[src/rtl/relation_integrator.sv]
// relation_integrator: windowed mean of the monopulse |error|*|reference| product with a threshold flag
// Non-overlapping windows of 2**LOG2_N accepted samples; one DUMP cycle per window drops any sample it sees.
module relation_integrator #(
    parameter int DATA_SIZE = 64,
    parameter int LOG2_N    = 4
) (
    input  logic                 i_clock,
    input  logic                 i_reset,
    input  logic                 i_enable,
    input  logic                 i_valid,
    input  logic [DATA_SIZE-1:0] i_relation,
    input  logic [DATA_SIZE-1:0] i_threshold,
    output logic [DATA_SIZE-1:0] o_average,
    output logic                 o_above,
    output logic                 o_valid,
    output logic                 o_dropped
);
    typedef enum logic [1:0] {IDLE, ACCUM, DUMP} state_t;

    state_t state, state_next;
    logic [DATA_SIZE+LOG2_N-1:0] acc;
    logic [LOG2_N-1:0] count;
    logic [DATA_SIZE-1:0] mean;

    assign mean = acc[DATA_SIZE+LOG2_N-1:LOG2_N];

    always_ff @(posedge i_clock)
        state <= i_reset ? IDLE : state_next;

    always_comb begin
        state_next = state;
        case (state)
            IDLE:    state_next = i_enable ? ACCUM : IDLE;
            ACCUM:   state_next = !i_enable ? IDLE : (i_valid && &count) ? DUMP : ACCUM;
            default: state_next = i_enable ? ACCUM : IDLE;
        endcase
    end

    always_ff @(posedge i_clock) begin
        if (i_reset) begin
            acc       <= '0;
            count     <= '0;
            o_average <= '0;
            o_above   <= 1'b0;
            o_valid   <= 1'b0;
            o_dropped <= 1'b0;
        end else begin
            o_valid   <= state == DUMP;
            o_dropped <= state == DUMP && i_valid;
            if (state == ACCUM && i_enable) begin
                if (i_valid) begin
                    acc   <= acc + {{LOG2_N{1'b0}}, i_relation};
                    count <= count + 1'b1;
                end
            end else begin
                acc   <= '0;
                count <= '0;
            end
            if (state == DUMP) begin
                o_average <= mean;
                o_above   <= mean > i_threshold;
            end
        end
    end
endmodule

[config.mk]
export PLATFORM = sky130hd
export DESIGN_NAME = relation_integrator
export DESIGN_NICKNAME = d
export VERILOG_FILES = /design/src/rtl/relation_integrator.sv
export SDC_FILE = /design/constraint.sdc
export NUM_CORES = 1
export LEC_CHECK = 0
export BUFFER_PORTS_ARGS = -buffer_cell sky130_fd_sc_hd__buf_2
export CELL_PAD_IN_SITES_DETAIL_PLACEMENT = 1
export CELL_PAD_IN_SITES_GLOBAL_PLACEMENT = 1
export CORE_ASPECT_RATIO = 0.9
export CORE_MARGIN = 2
export CORE_UTILIZATION = 44
export CTS_CLUSTER_SIZE = 16
export DETAILED_ROUTE_END_ITERATION = 10
export PLACE_DENSITY = 0.95
export SLEW_MARGIN = 0
export SYNTH_ARGS = -nofsm -noshare
export SYNTH_HDL_FRONTEND = slang
export SYNTH_SLANG_ARGS = --single-unit
[constraint.sdc]
create_clock -name i_clock -period 5.2 [get_ports i_clock]
set_clock_uncertainty 0.05 [all_clocks]
set_input_delay 0.26 -clock i_clock [delete_from_list [all_inputs] [get_ports i_clock]]
set_output_delay 0.26 -clock i_clock [all_outputs]
set_load 0.1 [all_outputs]
# Word-level counts from Yosys, hierarchy flattened
# Index checks and enable logic that the tools add are counted.
[totals]
register_bits = 141
inputBits = 132
wordCells = 22
[op_classes]
add_sub_neg = 2
magnitude_cmp = 1
eq_ne = 2
muxes = 4
n_bitwise = 1
reduce_logical = 5
[ops]
columns = ["cell", "count"]
rows = [
  ["68-bit by 64-bit adder with 68-bit output", 1],
  ["64-bit greater-than comparator", 1],
  ["2-bit 2-to-1 mux", 3],
  ["4-bit by 1-bit adder with 4-bit output, second input constant", 1],
  ["4-bit AND reduction", 1],
  ["1-bit logical AND", 3],
  ["2-bit by 1-bit == test with 1-bit output, second input constant", 1],
  ["2-bit == test, second input constant", 1],
  ["2-bit OR reduction", 1],
  ["1-bit 2-to-1 mux", 1],
  ["1-bit inverter", 1],
]

# Logic depth before layout (Yosys ltp)
[depth]
word_depth = 5
ltp_mapped = 13

# Worst setup path after synthesis
# Ideal clock, no wire load.
[synth_timing]
path_type = "register to register"
start = "reg acc[0]"
end = "reg acc[56]"
setup_ns = 0.074
arrival_ns = 2.676
required_time_ns = 5.076
setup_slack_ns = 2.400
stages_incl_launch_ff = 13
n_path_buf = 0
path_cell_list = "dfxtp_1 ha_1 fa_1 a21o_1 a31oi_2 o21ai_1 o2111a_1 o31ai_4 o41ai_2 a31oi_2 o211ai_1 o31a_1 o22ai_2"
[synth_between]
elab_chain_len = 1
[synth_rtl]
columns = ["item", "line_no", "text"]
rows = [
  ["start: declaration", "21", "logic [DATA_SIZE+LOG2_N-1:0] acc;"],
  ["start signal: assignment", "52", "acc <= acc + {{LOG2_N{1'b0}}, i_relation};"],
  ["68-bit by 64-bit adder with 68-bit output", "52", ""],
]
# Every way passes these cells.
# A chain may end at the register's enable or synchronous reset.

# Worst setup path after layout
[layout_timing]
start = "reg acc[4]"
end = "reg acc[63]"
# Same word-level chain as after synthesis.

==> impl_metrics.toml <==
[status]
status = "finished clean"

[detailed_routing]
wire_per_inst_microns = 19.23
drc = 0
vias_per_cell = 5.905
antenna_left = 0
dr.first_iter.drc_count = 719
via_count = 10850
drt-total-wl_microns = 35320
drtPass1Iterations = 7

[worst_setup_path]
required_ps = 5530
cp.arrival_ps = 3700
path_max_fanout = 7
cp-start-kind = "flip-flop"
path_class = "flip-flop to flip-flop"
cpPeakStageDelay_ps = 660
cp_common_cell = "o21a_1"
end_kind = "flip-flop"
cp_slowest_cell = "a2111oi_0"
path_cells = "ha_1, a21oi_1, and3_1, o21a_1, o211a_1, a21boi_1, o21a_1, a2111oi_0, o21ai_0, nand3_1"

[final_layout]
diodes = 0
layout-drive-gt1-share_pct = 16.68
finish.utilization_pct = 52.15
area_growth_pct = 16.53
layout.nets = 1786
instances_no_fill = 1837

[placed_design]
place_inst = 1807
globalplace.congestion = 0.9035
place_hpwl_microns = 26500
io_buffers = 198

[logic_synthesis]
synth_edf_count = 0
synth-compound-area-share_pct = 23.28
synth_cell_type_count = 72
synthAdderAreaFrac_pct = 15.69
synth_area_sq_mm = 0.01042
synth-xor-area-share_pct = 4.624
yosys_warnings = 0
synth.area.mux_share_pct = 3.363
synth_top_family_by_area = "compound AO/OA/AOI/OAI gates"
seq_area_frac_synth_pct = 27.10
async_flop_share_pct = 0
synth_cells = 1367
synth-seq-cells = 141
synthFlopType = "dfxtp_1"
yosys.area_share.simple_pct = 20.35
synth_nets = 1629
syn_area_per_cell_sq_um = 7.621

[clock_network]
ctsResizeCount = 0
cts_hold_buf = 0
clock_latency_ps = 440
cts_buffer_depth = 2
postCtsSetupRepairBufs = 0
cts_buffers = 17
clock-sinks = 141
tritoncts = "built"
cts_max_level = 4
clk_pin_slew_ps = 60
root_buffer = "clkbuf_16"

[timing]
setup_violations = 0
slew_viol_final = 0
fin_tns_setup_ps = 0
final_hold_viol_count = 0
final.min_clock_period_ps = 3373
worst_pin_slew_ps = 943.2
slew_headroom_pct = 37.12
finalCritPeriodShare_pct = 64.87
rsz0062_at_grt = "false"
fmax_mhz = 296.5

[global_route]
grt_pass1_wl_microns = 56750
grt_overflow = 0
grt_start_max_net_pins = 68
grt_pass1_vias = 11240
grt_usage_pct = 28.20
grt_antenna_before_repair = 1

[floorplan]
initial_core_util_pct = 44.76
die-area_sq_mm = 0.02493
rows = 53
io_pins = 199
core_area_sq_mm = 0.02328
die_x_microns = 166.2
fp.dieH_microns = 150.0

[power]
cellPowerDensity_mw_per_mm2 = 221.5
max-vdd-ir-drop_mv = 0.1911
leakagePower_nw = 5.843
fin_total_pwr_mw = 2.689

[hold_path]
hold_class = "primary input to flip-flop"

[run]
maxCapViolations = 0
metal layers:
layer	wire length [microns]	GRT usage [%]	vias to the layer above
met3	2504	5.316	77
met1	15450	36.11	5242
met2	16460	47.57	382
met4	895	10.26	2
met5	13	0	-
li1	-	-	5145
cell families (layout without fill, tap and decap cells):
group | after synthesis | count (layout)
compound gates | 394 | 394
mux | 35 | 35
flops | 141 | 141
simple gates | 463 | 463
xor+xnor | 55 | 55
buf+inv | 149 | 317
fa+ha+maj | 130 | 130
power breakdown:
part           internal, mW  leakage (nW)  total [mW]  switching, mW
Sequential             1.09          1.14        1.09        0.00814
Clock                 0.714         0.276        1.24          0.521
Combinational         0.140          4.43       0.359          0.219
area by class of cell:
cell class | count | area, sq um
repair buffers | 205 | 1044
inverters | 82 | 307.8
well taps | 302 | 377.9
fillers | 2982 | 11140
multi-input cells | 1077 | 7023
clock inverters | 10 | 117.6
clock buffers | 20 | 446.7
flip-flops and latches | 141 | 2823
worst max-delay path, delay by kind of cell, from the launching register on:
kind | cells | cell delay [ps]
flops | 1 | 330
compound gates | 7 | 2120
fa+ha+maj | 1 | 400
simple gates | 2 | 390
worst paths after layout:
| kind | start | end | slack, ps | depth (start not counted) |
|---|---|---|---|---|
| max | acc[4]$_SDFFE_PP0P_ | acc[63]$_SDFFE_PP0P_ | 1830 | 10 |
| min reg2reg | o_average[14]$_SDFFE_PP0P_ | o_average[14]$_SDFFE_PP0P_ | 400 | 2 |
| min | i_relation[0] | acc[0]$_SDFFE_PP0P_ | 140 | 4 |
| max reg2reg | acc[4]$_SDFFE_PP0P_ | acc[63]$_SDFFE_PP0P_ | 1830 | 10 |
Yosys cell counts, types with 10 or more instances:
master	number	area [sq um]
nand2_1	200	750.7
a21oi_1	178	890.9
dfxtp_1	141	2823
ha_1	129	1614
nor2_1	109	409.1
inv_1	82	307.8
o21ai_0	61	305.3
a21o_1	50	375.4
clkbuf_1	41	153.9
nand4_1	38	237.7
xnor2_1	38	332.8
mux2i_1	35	350.3
nand3_1	34	170.2
xor2_1	17	148.9
o21bai_1	16	120.1
nor3_1	15	75.07
nor2b_1	14	87.58
buf_2	13	65.06
a211oi_1	11	82.58
buf_1	11	41.29
nand2b_1	10	62.56
flip-flops by register name, indices dropped and copies added, names as in the netlist:
register / cells
o_dropped: 1
state: 2
acc: 68
o_valid: 1
o_average: 64
o_above: 1
count: 4
cells in the final DEF (no fill, tap or decap), drive strengths merged, types with 5 or more instances in the layout:
cell type / Yosys / final
buf: 25 / 205
nand2: 200 / 200
a21oi: 178 / 178
dfxtp: 141 / 141
ha: 129 / 129
nor2: 109 / 109
inv: 82 / 83
o21ai: 69 / 69
a21o: 50 / 50
nand4: 40 / 40
xnor2: 38 / 38
mux2i: 35 / 35
nand3: 34 / 34
clkbuf: 42 / 20
xor2: 17 / 17
o21bai: 16 / 16
nor3: 16 / 16
nor2b: 14 / 14
a211oi: 13 / 13
a31oi: 11 / 11
nand2b: 10 / 10
or3: 8 / 8
o211ai: 8 / 8
o31ai: 8 / 8
nor4: 7 / 7
o21a: 6 / 6
clkinv: 0 / 6
and3: 5 / 5
a21boi: 5 / 5
per-stage QoR:
step	hold slack, ps	area [sq um]	worst slack, ps
after floorplan	290.9	10420	2400
after global routing	178.4	12140	1671
after CTS	134.8	12140	1860
after global placement	391.5	11570	1976
after detailed placement	394.6	11570	1852
final	136.7	12140	1827
Note: power is estimated with default switching activity, not from simulation.
